`src/rtl/systolic_load_seq_if.sv`:
```
// Activation stream handshake between the activation source and the loading sequencer.
interface systolic_load_seq_if #(
  parameter int unsigned W = 8
) ();
  logic                a_valid;
  logic signed [W-1:0] a_data;
  logic                a_ready;

  modport master (output a_valid, output a_data, input  a_ready);
  modport slave  (input  a_valid, input  a_data, output a_ready);
endinterface

```
`src/rtl/systolic_load_seq.sv`:
```
// Loading sequencer for the MAC array: streams activations, builds the staggered
// per-MAC valid wavefront, optionally clears accumulators, and signals completion.
module systolic_load_seq #(
  parameter int unsigned N_MACS = 4,
  parameter int unsigned W      = 8,
  parameter int unsigned LEN_W  = 8
) (
  input  logic                  clk,
  input  logic                  rst_n,
  input  logic                  start,
  input  logic [LEN_W-1:0]      len,
  input  logic                  clear_mode,
  systolic_load_seq_if.slave    a_if,
  output logic signed [W-1:0]   a_out,
  output logic [N_MACS-1:0]     valid_ctrl,
  output logic [N_MACS-1:0]     clear_ctrl,
  output logic                  busy,
  output logic                  done
);

  localparam int unsigned CNT_W = $clog2(N_MACS);

  typedef enum logic [2:0] {
    IDLE   = 3'd0,
    CLEAR  = 3'd1,
    STREAM = 3'd2,
    DRAIN  = 3'd3,
    DONE   = 3'd4
  } state_t;

  state_t           state;
  state_t           state_n;
  logic [LEN_W-1:0] remaining;
  logic [CNT_W-1:0] drain_cnt;
  logic             empty_pend;
  logic             hs_c;

  assign hs_c = a_if.a_valid & a_if.a_ready;

  // Next-state decode; an empty pass waits one IDLE cycle so its done pulse lands on edge 1.
  always_comb begin
    state_n = state;
    unique case (state)
      IDLE: begin
        if (empty_pend) begin
          state_n = DONE;
        end else if (start && (len != '0)) begin
          state_n = clear_mode ? CLEAR : STREAM;
        end
      end
      CLEAR:  state_n = STREAM;
      STREAM: if (hs_c && (remaining == LEN_W'(1))) state_n = DRAIN;
      DRAIN:  if (drain_cnt == '0) state_n = DONE;
      DONE:   state_n = IDLE;
      default: state_n = IDLE;
    endcase
  end

  // State, counters and registered outputs; drain runs until the last lane's valid has gone by.
  always_ff @(posedge clk or negedge rst_n) begin
    if (!rst_n) begin
      state        <= IDLE;
      remaining    <= '0;
      drain_cnt    <= '0;
      empty_pend   <= 1'b0;
      a_if.a_ready <= 1'b0;
      a_out        <= '0;
      valid_ctrl   <= '0;
      clear_ctrl   <= '0;
      busy         <= 1'b0;
      done         <= 1'b0;
    end else begin
      state      <= state_n;
      empty_pend <= (state == IDLE) && !empty_pend && start && (len == '0);

      if ((state == IDLE) && !empty_pend && start) begin
        remaining <= len;
      end else if (hs_c) begin
        remaining <= remaining - LEN_W'(1);
      end

      if (state == DRAIN) begin
        drain_cnt <= drain_cnt - CNT_W'(1);
      end else begin
        drain_cnt <= CNT_W'(N_MACS - 1);
      end

      if (hs_c) begin
        a_out <= a_if.a_data;
      end

      a_if.a_ready <= (state_n == STREAM);
      valid_ctrl   <= {valid_ctrl[N_MACS-2:0], hs_c};
      clear_ctrl   <= {N_MACS{state_n == CLEAR}};
      busy         <= (state_n != IDLE);
      done         <= (state_n == DONE);
    end
  end

endmodule

```
`src/flat_wrapper.sv`:
```
// flat-port wrapper written by rule: the top's interface ports become plain ports
module systolic_load_seq_flat 
#(
  parameter int unsigned N_MACS = 4,
  parameter int unsigned W      = 8,
  parameter int unsigned LEN_W  = 8
)
  (clk, rst_n, start, len, clear_mode, a_out, valid_ctrl, clear_ctrl, busy, done, a_if_a_valid, a_if_a_data, a_if_a_ready);
  systolic_load_seq_if #(.W(W)) a_if_i ();
  input  logic clk;
  input  logic rst_n;
  input  logic start;
  input  logic [LEN_W-1:0] len;
  input  logic clear_mode;
  output logic signed [W-1:0] a_out;
  output logic [N_MACS-1:0] valid_ctrl;
  output logic [N_MACS-1:0] clear_ctrl;
  output logic busy;
  output logic done;
  input wire logic [$bits(a_if_i.a_valid)-1:0] a_if_a_valid;
  input wire logic [$bits(a_if_i.a_data)-1:0] a_if_a_data;
  output wire logic [$bits(a_if_i.a_ready)-1:0] a_if_a_ready;
  assign a_if_i.a_valid = a_if_a_valid;
  assign a_if_i.a_data = a_if_a_data;
  assign a_if_a_ready = a_if_i.a_ready;
  systolic_load_seq #(.N_MACS(N_MACS), .W(W), .LEN_W(LEN_W)) u_core (.clk(clk), .rst_n(rst_n), .start(start), .len(len), .clear_mode(clear_mode), .a_if(a_if_i), .a_out(a_out), .valid_ctrl(valid_ctrl), .clear_ctrl(clear_ctrl), .busy(busy), .done(done));
endmodule
```
`config.mk`:
```
export PLATFORM = sky130hd
export DESIGN_NAME = systolic_load_seq_flat
export DESIGN_NICKNAME = d
export VERILOG_FILES = /design/src/rtl/systolic_load_seq_if.sv /design/src/rtl/systolic_load_seq.sv /design/src/flat_wrapper.sv
export SDC_FILE = /design/constraint.sdc
export NUM_CORES = 1
export LEC_CHECK = 0
export ABC_AREA = 1
export BUFFER_PORTS_ARGS = -buffer_cell sky130_fd_sc_hd__buf_4
export CORE_MARGIN = 1
export CORE_UTILIZATION = 55
export DETAILED_ROUTE_END_ITERATION = 16
export PLACE_DENSITY = 0.93
export SYNTH_ARGS = -nofsm -noshare
export SYNTH_HDL_FRONTEND = slang
export SYNTH_SLANG_ARGS = --single-unit
export TNS_END_PERCENT = 20
```
`constraint.sdc`:
```
create_clock -name clk -period 3.09 [get_ports clk]
set_input_delay 0.4635 -clock clk [delete_from_list [all_inputs] [get_ports clk]]
set_output_delay 0.4635 -clock clk [all_outputs]
set_load 0.005 [all_outputs]
```
==> results.py, run 1 <==
metrics = {
    "run_status": {
        "status": "finished clean",
    },
    "critical_path": {
        "cp.arrival_ns": 1.99,
        "cp-end-kind": "register",
        "cp_max_fo": 15,
        "ff2ff_path_depth": 5,
        "r2r-end": "u_core.remaining[4]",
        "critPathKind": "reg2reg",
        "r2r_start": "u_core.a_if.a_ready",
        "worstSetupStartpointType": "register",
        "cp.required_ns": 3.30,
        "rrSetupSlack_ns": 1.31,
    },
    "clocking": {
        "clk_path_buf_depth": 2,
        "cts_tree": "done",
        "clk_pin_slew_ns": 0.10,
        "postCtsResizedCells": 0,
        "cts_sinks": 30,
        "cts-hold-fix-buffers": 0,
        "post_cts_buffers": 0,
        "h-tree-depth": 2,
        "numCtsBuffers": 5,
        "cts-root-buf": "clkbuf_4",
        "worstSkewPairLatency_ns": 0.34,
    },
    "logic_synthesis": {
        "ys_types": 30,
        "ys_ff_latch": 30,
        "syn_area_um2": 1430,
        "synth_edf_count": 0,
        "yosysSeqAreaShare_pct": 52.4,
        "syn-instance-count": 159,
        "postSynthNetCount": 183,
        "synth-async-reset-ratio_pct": 100,
        "synth-main-ff-cell": "dfrtp_1",
        "avgSynthCellArea_um2": 9.01,
        "yosys.area.top_type_share_pct": 52.4,
        "synthTopCellsByArea": "dfrtp_1, nand2_1, inv_1",
        "ys.warnings.count": 0,
        "synth_area_leader_cell": "dfrtp_1",
    },
    "timing": {
        "rsz0062_at_grt": "false",
        "fin_skew_ns": 0.00916,
        "worst_slew_pin_slew_ns": 0.481,
        "setup_tns_ns": 0,
        "fmax_mhz": 562,
        "hold_viol_final": 0,
        "setup_viol": 0,
        "fin_ws_ns": 1.31,
        "slew_headroom_pct": 67.9,
        "period_needed_ns": 1.78,
        "post-route-period-util_pct": 57.6,
        "drv_slew": 0,
    },
    "global_route": {
        "grt_max_degree": 31,
        "antenna_found_initial": 0,
        "overflow": 0,
        "track_usage_pct": 25.9,
        "grt_pass1_wl_mm": 4.90,
        "grt_pass1_vias": 1202,
    },
    "layout": {
        "syn2layout_area_growth_pct": 28.6,
        "nets": 224,
        "layout_commonest_cell": "nand2_1",
        "layout_common_cells": "nand2_1, buf_4, dfrtp_1",
        "diodes": 0,
        "drive_gt1_share_pct": 32.3,
    },
    "placed_design": {
        "place_congestion": 0.830,
        "pre_cts_ws_ns": 1.25,
        "port_buffers": 39,
        "dpl.hpwl_mm": 2.35,
    },
    "pwr": {
        "p_switching_mw": 0.579,
        "comb_power_share_pct": 36.7,
        "powerDensity_nw_per_um2": 894,
        "irDropWorstVdd_mv": 0.652,
        "pwr-share-seq_pct": 38.2,
        "leakage_nw": 0.976,
        "p_sw_share_pct": 35.1,
        "clkPwrFrac_pct": 25.1,
        "p_int_mw": 1.07,
    },
    "drt": {
        "route.vias.total": 1197,
        "drtIter0Drc": 35,
        "wl_per_cell_um": 13.5,
        "firstDrtPassIters": 4,
        "route.detailed.drc": 0,
        "antenna_left": 0,
        "viasPerCell": 5.18,
        "routed_wl_mm": 3.12,
    },
    "floorplanning": {
        "start_util_pct": 57.8,
        "dieWidth_um": 53.0,
        "core-area_um2": 2480,
        "dieArea_um2": 2810,
        "io_pins": 40,
        "rows": 18,
        "die_h_um": 53.0,
    },
    "flow_run": {
        "maxCapViolations": 0,
    },
    "worst_hold_path": {
        "hp-class": "in2async",
    },
}
==> sequential cells by signal, summed over array words and instances, names as in the netlist, 2 cells and up <==
signal / count
u_core.a_out: 8
u_core.drain_cnt: 2
u_core.remaining: 8
u_core.state: 3
u_core.valid_ctrl: 4
==> through the flow <==
| step | util, % | std cells | instance area, um2 | hold WS (ns) | power (mW) |
|---|---|---|---|---|---|
| finish | 74.4 | 231 | 1840 | 0.0282 | 1.65 |
| global route | 74.4 | 231 | 1840 | 0.0416 | 1.75 |
| CTS | 74.4 | 231 | 1840 | 0.0372 | 1.66 |
| detailed placement | 69.9 | 223 | 1730 | 0.362 | 1.24 |
| global placement | 69.9 | 223 | 1730 | 0.357 | 1.18 |
| floorplan | - | 159 | 1430 | 0.168 | 0.997 |
==> Yosys cell counts (2+ instances only) <==
| cell type | n |
|---|---|
| nor2_1 | 11 |
| nand2_1 | 46 |
| inv_1 | 17 |
| o21ai_1 | 2 |
| nand2_4 | 2 |
| dfrtp_1 | 30 |
| a21oi_1 | 4 |
| nor2_4 | 2 |
| nand3_1 | 6 |
| nand4_1 | 4 |
| inv_2 | 6 |
| o211ai_1 | 3 |
| buf_4 | 3 |
| ha_1 | 3 |
| xor2_1 | 4 |
| nor3_2 | 2 |
==> power by group through the flow <==
stage               Combinational, mW  Clock [mW]  Sequential [mW]
floorplan                       0.379           0            0.619
global placement                0.560           0            0.622
detailed placement              0.605           0            0.633
CTS                             0.611       0.421            0.630
global route                    0.668       0.440            0.644
finish                          0.605       0.414            0.629
==> worst max-delay path, stage by stage, from the launching register on <==
cell	delay (ns)
dfrtp_1	0.37
nand2_1	0.22
inv_1	0.45
nand2_1	0.19
o21ai_0	0.29
a31oi_1	0.13
==> kinds of logic (layout without fill, tap and decap cells) <==
family	after synthesis	after routing	share of synthesized area [%]
simple gates	76	76	25.6
fa+ha+maj	3	3	2.62
xor+xnor	4	4	2.45
compound gates	17	17	8.30
buf+inv	29	71	8.65
flops	30	30	52.4
==> cell type report <==
type	count	area, um2
tap	30	37.5
clock buffer	6	51.3
inverter	24	92.6
multi-input combinational	100	558
sequential	30	751
clock inverter	2	60.1
fill	186	634
timing repair buffer	39	293
==> per-layer routing <==
| metal | track usage (%) | wire length, um |
|---|---|---|
| met1 | 23.9 | 1160 |
| met2 | 47.0 | 1710 |
| met3 | 10.3 | 169 |
| met4 | 14.9 | 74 |
| met5 | 0 | 0 |
==> worst max path at each step <==
stage / start / end / slack [ns] / depth (start not counted)
global route: u_core.a_if.a_ready / u_core.remaining[4] / 1.19 / 5
CTS: u_core.a_if.a_ready / u_core.remaining[4] / 1.37 / 5
detailed placement: a_if_a_valid / u_core.a_if.a_ready / 1.25 / 7
floorplan: len[7] / u_core.busy / 1.86 / 8
global placement: a_if_a_valid / u_core.a_if.a_ready / 1.33 / 7
finish: u_core.a_if.a_ready / u_core.remaining[4] / 1.31 / 5
Note: power is estimated with default switching activity, not from simulation.
==> run 2: changes to the inputs <==
--- a/config.mk
+++ b/config.mk
@@ -5,12 +5,12 @@
 export SDC_FILE = /design/constraint.sdc
 export NUM_CORES = 1
 export LEC_CHECK = 0
-export ABC_AREA = 1
+export ABC_AREA = 0
 export BUFFER_PORTS_ARGS = -buffer_cell sky130_fd_sc_hd__buf_4
 export CORE_MARGIN = 1
-export CORE_UTILIZATION = 55
+export CORE_UTILIZATION = 45
 export DETAILED_ROUTE_END_ITERATION = 16
-export PLACE_DENSITY = 0.93
+export PLACE_DENSITY = 0.84
 export SYNTH_ARGS = -nofsm -noshare
 export SYNTH_HDL_FRONTEND = slang
 export SYNTH_SLANG_ARGS = --single-unit
==> constraint.sdc (replaced) <==
create_clock -name clk -period 1.6 [get_ports clk]
set_input_delay 0.24 -clock clk [delete_from_list [all_inputs] [get_ports clk]]
set_output_delay 0.24 -clock clk [all_outputs]
set_load 0.005 [all_outputs]
==> run 2 against run 1 <==
  * Clock skew decreased by 0.0027 ns
  * Power increased by 59%
  * Largest power group unchanged
  * Final cell count decreased by 18%
  * Via count decreased by 17%
  * Sequential power increased by 91%
  * Hold slack improved by 0.099 ns
  * Sequential share of layout area increased by 2.9 points
  * Clock-buffer cell count decreased by 1
  * Fmax increased by 17%
  * Critical path depth increased by 2
  * Largest cell class unchanged
==> results.py, run 2 <==
metrics = {
    "run_status": {
        "status": "finished clean",
    },
    "critical_path": {
        "rrSetupSlack_ns": 0.08,
        "cp.required_ns": 1.81,
        "critPathKind": "reg2reg",
        "worstSetupStartpointType": "register",
        "cp-end-kind": "register",
        "cp_max_fo": 2,
        "cp.arrival_ns": 1.73,
    },
    "timing": {
        "slew_headroom_pct": 75.4,
        "hold_viol_final": 0,
        "fmax_mhz": 657,
        "drv_slew": 0,
        "setup_viol": 0,
        "post-route-period-util_pct": 95.1,
        "worst_slew_pin_slew_ns": 0.369,
        "period_needed_ns": 1.52,
        "fin_skew_ns": 0.00649,
        "setup_tns_ns": 0,
    },
    "floorplanning": {
        "core-area_um2": 2760,
        "io_pins": 40,
        "start_util_pct": 47.8,
        "dieWidth_um": 56.1,
        "rows": 19,
        "die_h_um": 56.1,
        "dieArea_um2": 3150,
    },
    "logic_synthesis": {
        "netlist_top_cells_count": "dfrtp_1, nand2_1, mux2_2, inv_1, nor2_1",
        "yosysSeqAreaShare_pct": 57.0,
        "yosysMostFrequentCell": "dfrtp_1",
        "postSynthNetCount": 139,
        "synth_edf_count": 0,
        "ys_types": 29,
        "ys_ff_latch": 30,
        "syn-instance-count": 115,
        "syn_area_um2": 1320,
        "synth_area_leader_cell": "dfrtp_1",
        "avgSynthCellArea_um2": 11.5,
        "yosys.area.top_type_share_pct": 57.0,
        "synth-main-ff-cell": "dfrtp_1",
        "synth-async-reset-ratio_pct": 100,
        "ys.warnings.count": 0,
        "synthTopCellsByArea": "dfrtp_1, mux2_2, nand2_1",
    },
    "global_route": {
        "track_usage_pct": 19.0,
        "grt_pass1_wl_mm": 4.45,
        "grt_pass1_vias": 1046,
        "overflow": 0,
        "grt_max_degree": 31,
        "antenna_found_initial": 0,
    },
    "layout": {
        "nets": 182,
        "diodes": 0,
        "multiInputGateArea_um2": 503,
        "num-fill-cells": 228,
        "layout_commonest_cell": "buf_4",
        "drive_gt1_share_pct": 43.4,
        "biggestRegsByFlops": "u_core.a_out x8, u_core.remaining x8, u_core.valid_ctrl x4",
        "instances_no_fill": 190,
        "syn2layout_area_growth_pct": 30.7,
        "regArea_um2": 751,
        "layout_common_cells": "buf_4, dfrtp_1, nand2_1",
    },
    "pwr": {
        "power_mw": 2.62,
        "irDropWorstVdd_mv": 0.998,
        "powerDensity_nw_per_um2": 1520,
        "leakage_nw": 0.820,
    },
    "clocking": {
        "worstSkewPairLatency_ns": 0.33,
        "cts_sinks": 30,
        "cts_tree": "done",
        "clk_pin_slew_ns": 0.09,
        "h-tree-depth": 2,
        "clk_path_buf_depth": 2,
        "numCtsBuffers": 5,
        "cts-root-buf": "clkbuf_4",
    },
    "placed_design": {
        "port_buffers": 39,
        "dp.cells": 181,
        "place_congestion": 0.804,
        "dpl.hpwl_mm": 1.95,
    },
    "drt": {
        "viasPerCell": 5.24,
        "firstDrtPassIters": 3,
        "routed_wl_mm": 2.61,
        "route.vias.total": 995,
        "wl_per_cell_um": 13.7,
        "route.detailed.drc": 0,
        "antenna_left": 0,
        "drtIter0Drc": 12,
    },
    "worst_hold_path": {
        "hp-class": "in2reg",
    },
    "flow_run": {
        "maxCapViolations": 0,
    },
}
-- run 2: cell count changes in the layout (fill, tap and decap cells not counted), sizes merged, moves of 4 or more --
| cell | before | now |
|---|---|---|
| mux2 | 0 | 10 |
| o21ai | 3 | 7 |
| inv | 24 | 9 |
| nor2 | 14 | 8 |
| nand3 | 7 | 3 |
| nand2 | 48 | 13 |
-- run 2: stage by stage --
| stage | hold slack [ns] | area, um2 | utilization, % | setup WS, ns |
|---|---|---|---|---|
| after floorplan | -0.0556 | 1320 | - | 0.163 |
| after global placement | 0.180 | 1620 | 58.8 | 0.0736 |
| after detailed placement | 0.187 | 1620 | 58.8 | -0.00292 |
| after CTS | 0.122 | 1710 | 62.0 | 0.0423 |
| after global routing | 0.116 | 1720 | 62.4 | -0.00516 |
| final | 0.127 | 1720 | 62.4 | 0.0781 |
-- run 2: routing by layer --
metal  up-vias  GRT usage, %  share of wire, %
met1       487          20.6                39
met4         0          11.1               3.3
met2        31          30.8                52
met5         -             0                 0
met3        11          7.91               5.6
li1        466             -                 -
-- run 2: worst max-delay path, cell delays in order, from the launching register on --
cell and delay (ns):
dfrtp_1 0.39, inv_1 0.06, ha_2 0.17, and3_4 0.19
nor3_2 0.05, a31oi_4 0.16, inv_2 0.05, or3_1 0.35
-- run 2: where the power goes --
part,switching [mW],internal (mW)
Clock,0.262,0.323
Sequential,0.193,1.01
Combinational,0.360,0.473
Total,0.814,1.81
-- run 2: cells by family (layout without fill, tap and decap cells) --
group	count (synthesis)	in the layout	share of synthesized area [%]
AO/OA/AOI/OAI	10	10	5.03
XOR/XNOR	7	7	4.65
adder cells (fa/ha/maj)	3	3	2.85
buffers and inverters	15	59	5.79
flip-flops	30	30	57.0
multiplexers	10	10	8.55
AND/OR/NAND/NOR	40	40	16.1
-- run 2: worst paths after layout --
check / startpoint / to / depth (start not counted)
worst max-delay path: u_core.drain_cnt[0] / u_core.busy / 7
worst min-delay path: len[4] / u_core.remaining[4] / 3
worst min register to register: u_core.valid_ctrl[1] / u_core.valid_ctrl[2] / 0
max in group asynchronous: rst_n / u_core.remaining[1] / 2
min in group asynchronous: rst_n / u_core.empty_pend / 2
worst max register to register: u_core.drain_cnt[0] / u_core.busy / 7
-- run 2: layout make-up --
class                           count  share of cell area (%)
Multi-Input combinational cell     70                    29.2
Clock inverter                      3                    2.33
Sequential cell                    30                    43.6
Clock buffer                        5                    2.18
Inverter                            9                    1.96
Timing Repair Buffer               42                    18.5
Tap cell                           31                    2.25
-- run 2: timing repair --
item / CTS / global route
hold buffers: 1 / 0
endpoints found under the setup margin: 0 / 1
buffers inserted: 0 / 0
endpoints found under the hold margin: 30 / 0
resized for setup: 0 / 3
==> run 3: changes to the inputs <==
--- a/config.mk
+++ b/config.mk
@@ -10,7 +10,7 @@
 export CORE_MARGIN = 1
 export CORE_UTILIZATION = 45
 export DETAILED_ROUTE_END_ITERATION = 16
-export PLACE_DENSITY = 0.84
+export PLACE_DENSITY = 0.74
 export SYNTH_ARGS = -nofsm -noshare
 export SYNTH_HDL_FRONTEND = slang
 export SYNTH_SLANG_ARGS = --single-unit
==> run 3 against run 2 <==
  * Largest cell class unchanged
  * Critical path type unchanged
  * Global-route usage shrank 0.66 points
  * Die area unchanged
  * Fmax down 0.74%
  * Critical path depth stayed put
  * Hold slack improved by 0.0016 ns
  * First-iteration DRC count down 58%
  * Final area down 0.58%
  * Non-clock buffer count grew 1
==> results.py, run 3 (same netlist as run 2, synthesis figures left out) <==
metrics = {
    "clocking": {
        "cts-root-buf": "clkbuf_4",
        "worstSkewPairLatency_ns": 0.33,
        "numCtsBuffers": 5,
        "cts_tree": "done",
        "clk_pin_slew_ns": 0.10,
        "h-tree-depth": 2,
        "clk_path_buf_depth": 2,
        "cts_sinks": 30,
    },
    "floorplanning": {
        "core-area_um2": 2760,
        "start_util_pct": 47.8,
        "dieArea_um2": 3150,
        "dieWidth_um": 56.1,
        "die_h_um": 56.1,
        "io_pins": 40,
        "rows": 19,
    },
    "global_route": {
        "track_usage_pct": 18.3,
        "antenna_found_initial": 0,
        "grt_max_degree": 31,
        "grt_pass1_wl_mm": 4.28,
        "overflow": 0,
        "grt_pass1_vias": 978,
    },
    "drt": {
        "wl_per_cell_um": 12.8,
        "antenna_left": 0,
        "firstDrtPassIters": 4,
        "route.detailed.drc": 0,
        "viasPerCell": 5.07,
        "routed_wl_mm": 2.45,
        "drtIter0Drc": 5,
        "route.vias.total": 969,
    },
    "critical_path": {
        "cp_max_fo": 2,
        "r2r_start": "u_core.drain_cnt[0]",
        "cp.arrival_ns": 1.74,
        "r2r-end": "u_core.busy",
        "ff2ff_path_depth": 7,
        "worstSetupStartpointType": "register",
        "rrSetupSlack_ns": 0.07,
        "critPathKind": "reg2reg",
        "cp-end-kind": "register",
        "cp.required_ns": 1.80,
    },
    "run_status": {
        "status": "finished clean",
    },
    "layout": {
        "biggestRegsByFlops": "u_core.a_out x8, u_core.remaining x8, u_core.valid_ctrl x4",
        "layout_commonest_cell": "buf_4",
        "diodes": 0,
        "syn2layout_area_growth_pct": 29.9,
        "nets": 183,
        "drive_gt1_share_pct": 43.1,
        "post-route-util_pct": 62.1,
        "layout_common_cells": "buf_4, dfrtp_1, nand2_1",
    },
    "timing": {
        "period_needed_ns": 1.53,
        "drv_slew": 0,
        "worst_slew_pin_slew_ns": 0.367,
        "hold_viol_final": 0,
        "fin_skew_ns": 0.0129,
        "rsz0062_at_grt": "false",
        "fmax_mhz": 652,
        "slew_headroom_pct": 75.6,
        "post-route-period-util_pct": 95.8,
        "fin_ws_ns": 0.0668,
        "setup_tns_ns": 0,
        "setup_viol": 0,
    },
    "placed_design": {
        "place_congestion": 0.774,
        "port_buffers": 39,
        "pre_cts_ws_ns": 0.0289,
        "dpl.hpwl_mm": 1.81,
    },
    "worst_hold_path": {
        "whs_endpoint": "u_core.remaining[4]",
        "hp-start": "len[4]",
        "hp-class": "in2reg",
        "hold-path-cell-count": 3,
    },
    "pwr": {
        "leakage_nw": 0.815,
        "powerDensity_nw_per_um2": 1450,
        "power_mw": 2.48,
        "irDropWorstVdd_mv": 1.05,
    },
    "flow_run": {
        "maxCapViolations": 0,
    },
}
-- run 3: cell count changes in the layout (fill, tap and decap cells not counted) --
| cell | change |
|---|---|
| bufinv_16 | -1 |
| clkinv_2 | -1 |
| clkbuf_8 | +1 |
| buf_4 | +1 |
| clkbuf_1 | +1 |
-- run 3: worst max path at each step --
stage / from / slack [ns] / to
after detailed placement: len[1] / 0.03 / u_core.busy
after floorplan: u_core.drain_cnt[0] / 0.16 / u_core.busy
final: u_core.drain_cnt[0] / 0.07 / u_core.busy
after global routing: u_core.drain_cnt[0] / 0.002 / u_core.busy
after global placement: len[1] / 0.06 / u_core.busy
after CTS: u_core.drain_cnt[0] / 0.05 / u_core.busy
-- run 3: final cells by class --
| type | count | area (um2) |
|---|---|---|
| multi-input combinational | 70 | 503 |
| fill | 239 | 1050 |
| tap | 31 | 38.8 |
| timing repair buffer | 43 | 325 |
| sequential | 30 | 751 |
| inverter | 9 | 33.8 |
| clock inverter | 1 | 5.00 |
| clock buffer | 7 | 55.1 |
-- run 3: worst max-delay path, stage by stage (launching register included) --
cell and delay (ns):
dfrtp_1 0.39, inv_1 0.06, ha_2 0.16, and3_4 0.19, nor3_2 0.05, a31oi_4 0.16, inv_2 0.05, or3_1 0.36
-- run 3: power by group --
group	switching (mW)	internal (mW)	leakage [nW]
sequential	0.185	1.01	0.356
combinational	0.344	0.482	0.424
clock	0.251	0.213	0.0353
total	0.780	1.70	0.815
-- run 3: routing by layer --
layer	wire, um	GRT usage [%]	up-vias
met4	71	9.41	0
met3	148	7.21	7
met1	1050	21.2	462
met5	0	0	-
li1	-	-	467
met2	1180	29.3	33
-- run 3: timing repair --
action	in CTS	in global routing
endpoints found under the hold margin	30	0
setup endpoints to repair	0	1
buffers inserted	0	1
resized for setup	0	3
hold buffers	1	0
-- run 3: per-stage QoR --
| step | cell area [um2] | hold slack, ns | std cells |
|---|---|---|---|
| 6_report | 1710 | 0.129 | 191 |
| 2_1_floorplan | 1320 | -0.0556 | 115 |
| 4_1_cts | 1690 | 0.124 | 190 |
| 3_3_place_gp | 1620 | 0.182 | 181 |
| 3_5_place_dp | 1620 | 0.185 | 181 |
| 5_1_grt | 1710 | 0.119 | 191 |
